==> src/rtl/fwd_scoreboard.sv <==
// rtl/fwd_scoreboard.sv - pipeline destination scoreboard with operand forwarding and load-use stall
//
// Tracks the destination register of every in-flight instruction after decode
// (entry 0 youngest, entry NSTAGE-1 oldest). It picks the youngest in-flight
// producer for each decode source, muxes its result (or the register file value)
// onto the operand buses, and requests a stall while that producer's result is
// not ready yet.
//
// Optional feature: define FWD_PERF_EN to build the saturating stall-cycle counter.
// When FWD_PERF_EN is not defined, stall_count is tied to zero.
//
// Ports:
//   CLK, nRST                        clock, asynchronous active-low reset
//   advance                          pipeline enable; the scoreboard shifts only when high
//   flush                            kill the decode instruction (bubble, no stall)
//   issue_valid                      decode slot holds a real instruction
//   issue_rs/rt, issue_use_rs/rt     source selects and source-read flags
//   issue_wen, issue_wsel, issue_load  destination write enable, register, load flag
//   res_data, res_ready              per-stage result value and valid (stage k at [k*DW +: DW])
//   rf_rs_data, rf_rt_data           register file read data
//   stall                            hold decode and PC, insert bubble
//   fwd_a_sel, fwd_b_sel             0 = register file, k+1 = stage k
//   fwd_a_data, fwd_b_data           selected operands
//   stall_count                      stall-cycle counter
module fwd_scoreboard #(
    parameter int NREG   = 32,
    parameter int NSTAGE = 3,
    parameter int DW     = 32,
    localparam int RW    = $clog2(NREG),
    localparam int SW    = $clog2(NSTAGE + 1)
) (
    input  logic                 CLK,
    input  logic                 nRST,
    input  logic                 advance,
    input  logic                 flush,
    input  logic                 issue_valid,
    input  logic [RW-1:0]        issue_rs,
    input  logic [RW-1:0]        issue_rt,
    input  logic                 issue_use_rs,
    input  logic                 issue_use_rt,
    input  logic                 issue_wen,
    input  logic [RW-1:0]        issue_wsel,
    input  logic                 issue_load,
    input  logic [NSTAGE*DW-1:0] res_data,
    input  logic [NSTAGE-1:0]    res_ready,
    input  logic [DW-1:0]        rf_rs_data,
    input  logic [DW-1:0]        rf_rt_data,
    output logic                 stall,
    output logic [SW-1:0]        fwd_a_sel,
    output logic [SW-1:0]        fwd_b_sel,
    output logic [DW-1:0]        fwd_a_data,
    output logic [DW-1:0]        fwd_b_data,
    output logic [31:0]          stall_count
);

    logic [NSTAGE-1:0] r_valid;
    logic [NSTAGE-1:0] r_load;
    logic [RW-1:0]     r_wsel [NSTAGE];

    logic w_enter;
    logic w_a_busy;
    logic w_b_busy;

    // Every producer, load or not, is gated by res_ready, so the load flag is
    // only carried along with the entry and never steers the stall decision.
    logic w_unused_load;
    assign w_unused_load = ^r_load;

    // Register 0 never enters, so its readers can never match an entry.
    assign w_enter = issue_valid & issue_wen & (issue_wsel != '0) & ~stall & ~flush;

    always_ff @(posedge CLK or negedge nRST) begin
        if (!nRST) begin
            r_valid <= '0;
            r_load  <= '0;
            for (int k = 0; k < NSTAGE; k++) begin
                r_wsel[k] <= '0;
            end
        end else if (advance) begin
            for (int k = NSTAGE - 1; k >= 1; k--) begin
                r_valid[k] <= r_valid[k-1];
                r_load[k]  <= r_load[k-1];
                r_wsel[k]  <= r_wsel[k-1];
            end
            r_valid[0] <= w_enter;
            r_load[0]  <= w_enter & issue_load;
            r_wsel[0]  <= issue_wsel;
        end
    end

    // Scan oldest to youngest so the youngest match is the last assignment.
    // Only the youngest match's readiness matters; older writers are shadowed.
    always_comb begin
        fwd_a_sel = '0;
        fwd_b_sel = '0;
        w_a_busy  = 1'b0;
        w_b_busy  = 1'b0;
        for (int k = NSTAGE - 1; k >= 0; k--) begin
            if (issue_use_rs && (issue_rs != '0) && r_valid[k] && (r_wsel[k] == issue_rs)) begin
                fwd_a_sel = SW'(k + 1);
                w_a_busy  = ~res_ready[k];
            end
            if (issue_use_rt && (issue_rt != '0) && r_valid[k] && (r_wsel[k] == issue_rt)) begin
                fwd_b_sel = SW'(k + 1);
                w_b_busy  = ~res_ready[k];
            end
        end
    end

    always_comb begin
        fwd_a_data = rf_rs_data;
        fwd_b_data = rf_rt_data;
        for (int k = 0; k < NSTAGE; k++) begin
            if (fwd_a_sel == SW'(k + 1)) begin
                fwd_a_data = res_data[k*DW +: DW];
            end
            if (fwd_b_sel == SW'(k + 1)) begin
                fwd_b_data = res_data[k*DW +: DW];
            end
        end
    end

    // A flushed decode slot is discarded anyway, so it must never hold the PC.
    assign stall = issue_valid & ~flush & (w_a_busy | w_b_busy);

`ifdef FWD_PERF_EN
    logic [31:0] r_stall_count;

    always_ff @(posedge CLK or negedge nRST) begin
        if (!nRST) begin
            r_stall_count <= '0;
        end else if (advance && stall && (r_stall_count != 32'hFFFF_FFFF)) begin
            r_stall_count <= r_stall_count + 32'd1;
        end
    end

    assign stall_count = r_stall_count;
`else
    assign stall_count = '0;
`endif

endmodule

==> config.mk <==
export PLATFORM = sky130hd
export DESIGN_NAME = fwd_scoreboard
export DESIGN_NICKNAME = d
export VERILOG_FILES = /design/src/rtl/fwd_scoreboard.sv
export SDC_FILE = /design/constraint.sdc
export NUM_CORES = 1
export LEC_CHECK = 0
export BUFFER_PORTS_ARGS = -buffer_cell sky130_fd_sc_hd__buf_2
export CORE_MARGIN = 4
export CORE_UTILIZATION = 30
export DETAILED_ROUTE_END_ITERATION = 7
export SYNTH_ARGS = -nofsm -noshare
export SYNTH_HDL_FRONTEND = slang
export SYNTH_SLANG_ARGS = --single-unit
==> constraint.sdc <==
create_clock -name CLK -period 2.4 [get_ports CLK]
set_input_delay 0.24 -clock CLK [delete_from_list [all_inputs] [get_ports CLK]]
set_output_delay 0.24 -clock CLK [all_outputs]
set_load 0.05 [all_outputs]
==> out/metrics.cfg, run 1 <==
[placement]
place_ws_ps=-132.8
place_area_mm2=0.005010
gp_congestion=0.8457
portBuffers=254
place_inst=820
hpwl_um=10800

[route]
drtPass1Iterations=6
vias_per_cell=5.087
drt_iter0_drc=243
detail_route.wl_per_cell_um=18.38
final_antenna_net_count=0
drcViolationCount=0
vias=4278
routed_wl_um=15450

[clock_tree]
cts_buffers=3
insertion_delay_ps=250
htreeDepth=1
clockRootBuffer=clkbuf_16
clk_transition_reported_paths_ps=50
clock_sinks=18
clockBufferDepth=2
cts_tree=yes

[die]
start_util_pct=30.64
dieArea_mm2=0.01340
die_w_um=115.8
rows=39
die_y_um=115.8
io_pins=288
core-area_mm2=0.01137

[power]
p_per_area_mw_per_mm2=305.5
p_leak_nw=3.305
ir_worst_vdd_mv=0.2627
total_power_w=0.001895

[global_route]
grt_pass1_vias=4230
grt_usage_pct=18.84
antenna_found_initial=0
grt_max_degree=35
grt_pass1_wl_um=20600
gr-total-overflow=0

[critical_path]
reg2reg_to=r_valid[0]$_DFFE_PN0P_
worstRegToRegCells=10
worstPathRequired_ps=2160
critPathArrivalTime_ps=2430
ff2ff_setup_slack_ps=310
crit_fanout=6
critPathLaunchType=flop
path_class=flop to output port
end_kind=output port
reg2reg_from=r_wsel[2]$_DFFE_PN0P_

[timing]
finalMaxSlewViolations=0
rsz0062_at_grt=true
layout_min_cycle_time_ps=2668
fmax_ghz=0.3748
finClkSkew_ps=3.639
setup_tns_ps=-13670
final_hold_viol_count=0
setup_viol=67
setup_ws_ps=-268.1
fin_crit_sh_pct=111.2

[yosys]
synth_most_common_cell=mux2_2
synth_common_cells=mux2_2 (81), a21oi_1 (67), mux2i_1 (64), nor2_1 (64), buf_4 (36)
syn_inst=421
synth_largest_area_cell=mux2_2
ys_seq_area_share_pct=12.93
synth.area.top_cells=mux2_2 (26%), mux2i_1 (18%), dfrtp_1 (13%)
ys_ff_latch=18
synthFlopType=dfrtp_1
yosys_warnings=0
synth_top_area_share_pct=26.19
synth_area_mm2=0.003483
yosysUniqueCellTypes=29
syn_avg_cell_area_um2=8.274
async_flop_share_pct=100.0
synth-edff-count=0

[layout]
syn_to_final_growth_pct=78.05
fin_cells=841
fin_area_mm2=0.006202
drive_gt1_share_pct=58.31
layout.nets=886
fill_cells=973
diodes=0

[worst_hold_path]
holdPathStages=2
min-delay-start=issue_wsel[4]
hold_path_end=r_wsel[14]$_DFFE_PN0P_
min_path_type=primary input to flop

[outcome]
violations=negative setup slack
status=finished, violations left

[flow_run]
drv_cap=0

==> worst max path at each step <==
stage	to	slack, ps	cells after the start	start
2_1_floorplan	fwd_b_sel[1]	110	5	issue_rt[1]
3_3_place_gp	fwd_b_data[18]	-130	9	issue_rt[1]
3_5_place_dp	fwd_b_data[11]	-130	9	issue_rt[1]
4_1_cts	fwd_a_data[12]	-280	9	r_wsel[2]$_DFFE_PN0P_
5_1_grt	fwd_a_data[8]	-370	9	r_wsel[2]$_DFFE_PN0P_
6_report	fwd_a_data[31]	-270	9	r_wsel[2]$_DFFE_PN0P_
==> cell type report <==
cell class / count / area (um^2) / area share, %
Multi-Input combinational cell: 369 / 2988 / 48.17
Sequential cell: 18 / 450.4 / 7.262
Inverter: 3 / 11.26 / 0.1816
Tap cell: 143 / 178.9 / 2.885
Clock buffer: 4 / 88.84 / 1.432
Timing Repair Buffer: 304 / 2485 / 40.06
==> per-layer routing <==
layer / track usage, % / routed length [um] / up-vias
li1: - / - / 1990
met1: 21.78 / 5824 / 2038
met2: 36.38 / 8135 / 211
met3: 2.298 / 1116 / 39
met4: 4.950 / 378 / 0
met5: 0 / 0 / -
==> report_power, final <==
group,leakage [nW],switching (W),internal [W]
combinational,3.04,0.000628,0.000498
sequential,0.216,0.0000530,0.000346
clock,0.0442,0.000117,0.000254
total,3.31,0.000798,0.00110
==> worst max-delay path: stages (launching register included) <==
cell and delay, ps:
dfrtp_1 410, xor2_1 170, nor4_2 290, and4_4 320, buf_4 140, buf_12 130
mux2i_1 210, a21oi_1 90, mux2_4 280, buf_8 150
==> cell usage in the layout (no fill, tap or decap), types with 2 or more instances in the layout <==
master,n
a21boi_2,2
a21oi_1,65
a21oi_2,2
buf_12,10
buf_16,2
buf_2,185
buf_4,30
buf_6,30
buf_8,42
clkbuf_16,7
conb_1,32
dfrtp_1,18
inv_1,3
mux2_2,35
mux2_4,46
mux2i_1,55
mux2i_2,7
mux2i_4,2
nand2_1,2
nand2b_1,3
nand4_1,4
nor2_1,64
nor4_1,3
nor4_2,3
o21a_1,2
or4_1,3
xnor2_1,6
xor2_1,24
==> registers in the layout (all words and copies together), names as in the netlist <==
register / count
r_wsel: 15
r_valid: 3
==> kinds of logic after synthesis <==
group           Yosys count  share of synthesized area, %
xor+xnor                 30                         7.543
other cells               1                        0.1077
mux                     145                         44.58
flops                    18                         12.93
buf+inv                  65                         12.14
simple gates             87                         11.39
compound gates           75                         11.31
==> per-stage QoR <==
step                hold WS [ps]  util [%]
floorplan                 -55.59         -
global placement           199.2     44.06
detailed placement         196.5     44.06
CTS                        237.4     50.62
global route               248.4     54.55
finish                     239.9     54.55
==> what timing repair did <==
action | 4_1_cts | 5_1_grt
pin swaps | 7 | 29
hold buffers | 1 | 0
resized for setup | 165 | 82
setup endpoints to repair | 67 | 69
setup buffers | 7 | 3
gates cloned | 2 | 5
hold endpoints to repair | 18 | 0
No activity file was read; power rests on OpenSTA's default activity.
==> inputs of run 2 (changes only) <==
--- a/config.mk
+++ b/config.mk
@@ -9,6 +9,7 @@
 export CORE_MARGIN = 4
 export CORE_UTILIZATION = 30
 export DETAILED_ROUTE_END_ITERATION = 7
+export SETUP_SLACK_MARGIN = 0.05
 export SYNTH_ARGS = -nofsm -noshare
 export SYNTH_HDL_FRONTEND = slang
 export SYNTH_SLANG_ARGS = --single-unit
==> run 2 against run 1 <==
  * The flow still finishes with violations (negative setup slack)
  * Worst setup slack worse by 1.3 ps
  * Clock skew decreased by 0.80 ps
  * Count of clock-buffer cells in the layout is the same
  * Sequential power about the same
  * Routed wire length fell by 0.24%
  * First-iteration DRC count is 10% lower
  * Global-route usage is essentially flat
  * Non-clock buffer count unchanged
  * Critical endpoint unchanged
==> out/metrics.cfg, run 2 (same netlist as run 1, synthesis figures left out) <==
[outcome]
status=finished, violations left
violations=negative setup slack

[layout]
drive_gt1_share_pct=58.31
syn_to_final_growth_pct=78.05
layout.nets=886
largest-register=r_wsel
final_common_cell=buf_2
final_cell_mix=buf_2 (185), a21oi_1 (65), nor2_1 (64), mux2i_1 (55), mux2_4 (46)
fin_area_mm2=0.006202
reg_top3=r_wsel (15), r_valid (3)
fill_cells=973
largest_register_ffs=15
diodes=0
utilization_pct=54.55

[route]
drtPass1Iterations=4
drt_iter0_drc=218
detail_route.wl_per_cell_um=18.33
vias_per_cell=5.081
routed_wl_um=15420
vias=4273
final_antenna_net_count=0
drcViolationCount=0

[clock_tree]
cts_tree=yes
htreeDepth=1
insertion_delay_ps=250
clk_transition_reported_paths_ps=50
clockBufferDepth=2
clock_sinks=18
cts_buffers=3
clockRootBuffer=clkbuf_16

[global_route]
grt_pass1_wl_um=20620
grt_usage_pct=18.85
antenna_found_initial=0
grt_max_degree=35
gr-total-overflow=0
grt_pass1_vias=4231

[timing]
finalMaxSlewViolations=0
finClkSkew_ps=2.843
layout_min_cycle_time_ps=2669
rsz0062_at_grt=true
setup_ws_ps=-269.4
fin_crit_sh_pct=111.2
setup_viol=67
fmax_ghz=0.3746
hold_ws_ps=238.7
final_hold_viol_count=0

[placement]
gp_congestion=0.8457
portBuffers=254
hpwl_um=10800
place_area_mm2=0.005010

[critical_path]
worstPathRequired_ps=2160
slowest_stage=dfrtp_1
critical-path-max-stage-delay_ps=410
reg2reg_from=r_wsel[2]$_DFFE_PN0P_
ff2ff_setup_slack_ps=310
critPathCapture=fwd_a_data[31]
path_class=flop to output port
critPathArrivalTime_ps=2430
end_kind=output port
crit_fanout=6
path_cells=xor2_1 -> nor4_2 -> and4_4 -> buf_4 -> buf_12 -> mux2i_1 -> a21oi_1 -> mux2_4 -> buf_8
reg2reg_to=r_valid[0]$_DFFE_PN0P_
critPathLaunch=r_wsel[2]$_DFFE_PN0P_
critPathLaunchType=flop
worstRegToRegCells=10

[power]
p_per_area_mw_per_mm2=305.7
p_leak_nw=3.305
ir_worst_vdd_mv=0.2629

[die]
start_util_pct=30.64
die_y_um=115.8
dieArea_mm2=0.01340
die_w_um=115.8
io_pins=288
rows=39
core-area_mm2=0.01137

[flow_run]
drv_cap=0

[worst_hold_path]
min_path_type=primary input to flop

## run 2: area by class of cell
class | count | area (um^2) | share of cell area [%]
Clock buffer | 4 | 88.84 | 1.432
Inverter | 3 | 11.26 | 0.1816
Timing Repair Buffer | 304 | 2485 | 40.06
Multi-Input combinational cell | 369 | 2988 | 48.17
Tap cell | 143 | 178.9 | 2.885
Sequential cell | 18 | 450.4 | 7.262
## run 2: timing repair
action | CTS | global route
endpoints found under the setup margin | 68 | 69
setup buffers | 7 | 3
gates resized for setup | 167 | 79
cloned | 2 | 5
hold buffers | 1 | 0
pin swaps | 7 | 30
hold endpoints to repair | 18 | 0
## run 2: metal layers
layer | part of all wire, % | track usage (%) | vias to the layer above
li1 | - | - | 1994
met1 | 38 | 21.81 | 2044
met2 | 53 | 36.38 | 199
met3 | 6.8 | 2.298 | 36
met4 | 2.3 | 4.950 | 0
met5 | 0 | 0 | -
## run 2: how the worst min path moves through the flow
stage / slack, ps / startpoint / depth (start not counted) / endpoint
2_1_floorplan: -60 / nRST / 0 / r_valid[0]$_DFFE_PN0P_
3_3_place_gp: 200 / nRST / 1 / r_wsel[3]$_DFFE_PN0P_
3_5_place_dp: 200 / nRST / 1 / r_wsel[3]$_DFFE_PN0P_
4_1_cts: 240 / issue_wsel[4] / 2 / r_wsel[14]$_DFFE_PN0P_
5_1_grt: 250 / issue_wsel[2] / 2 / r_wsel[12]$_DFFE_PN0P_
6_report: 240 / issue_wsel[4] / 2 / r_wsel[14]$_DFFE_PN0P_
## run 2: metrics by stage
step	std cells	TNS [ps]	worst slack, ps	power [W]
floorplan	452	0	105.7	0.001034
global placement	820	-4020	-133.5	0.001294
detailed placement	820	-4951	-132.8	0.001311
CTS	833	-12120	-276.0	0.001816
global route	841	-19950	-372.2	0.001980
finish	841	-13740	-269.4	0.001896
## run 2: power breakdown
| part | internal, W | switching (W) | total (W) |
|---|---|---|---|
| logic | 0.000498 | 0.000628 | 0.00113 |
| clock network | 0.000254 | 0.000118 | 0.000372 |
| registers | 0.000346 | 0.0000531 | 0.000399 |
## run 2: critical path: cells and delay by family (launching register included)
kind / cells / cell delay [ps]
muxes: 2 / 490
and+or+nand+nor: 2 / 610
xor gates and xnor gates: 1 / 170
AOI/OAI and AO/OA: 1 / 90
buffers and inverters: 3 / 410
DFF: 1 / 410
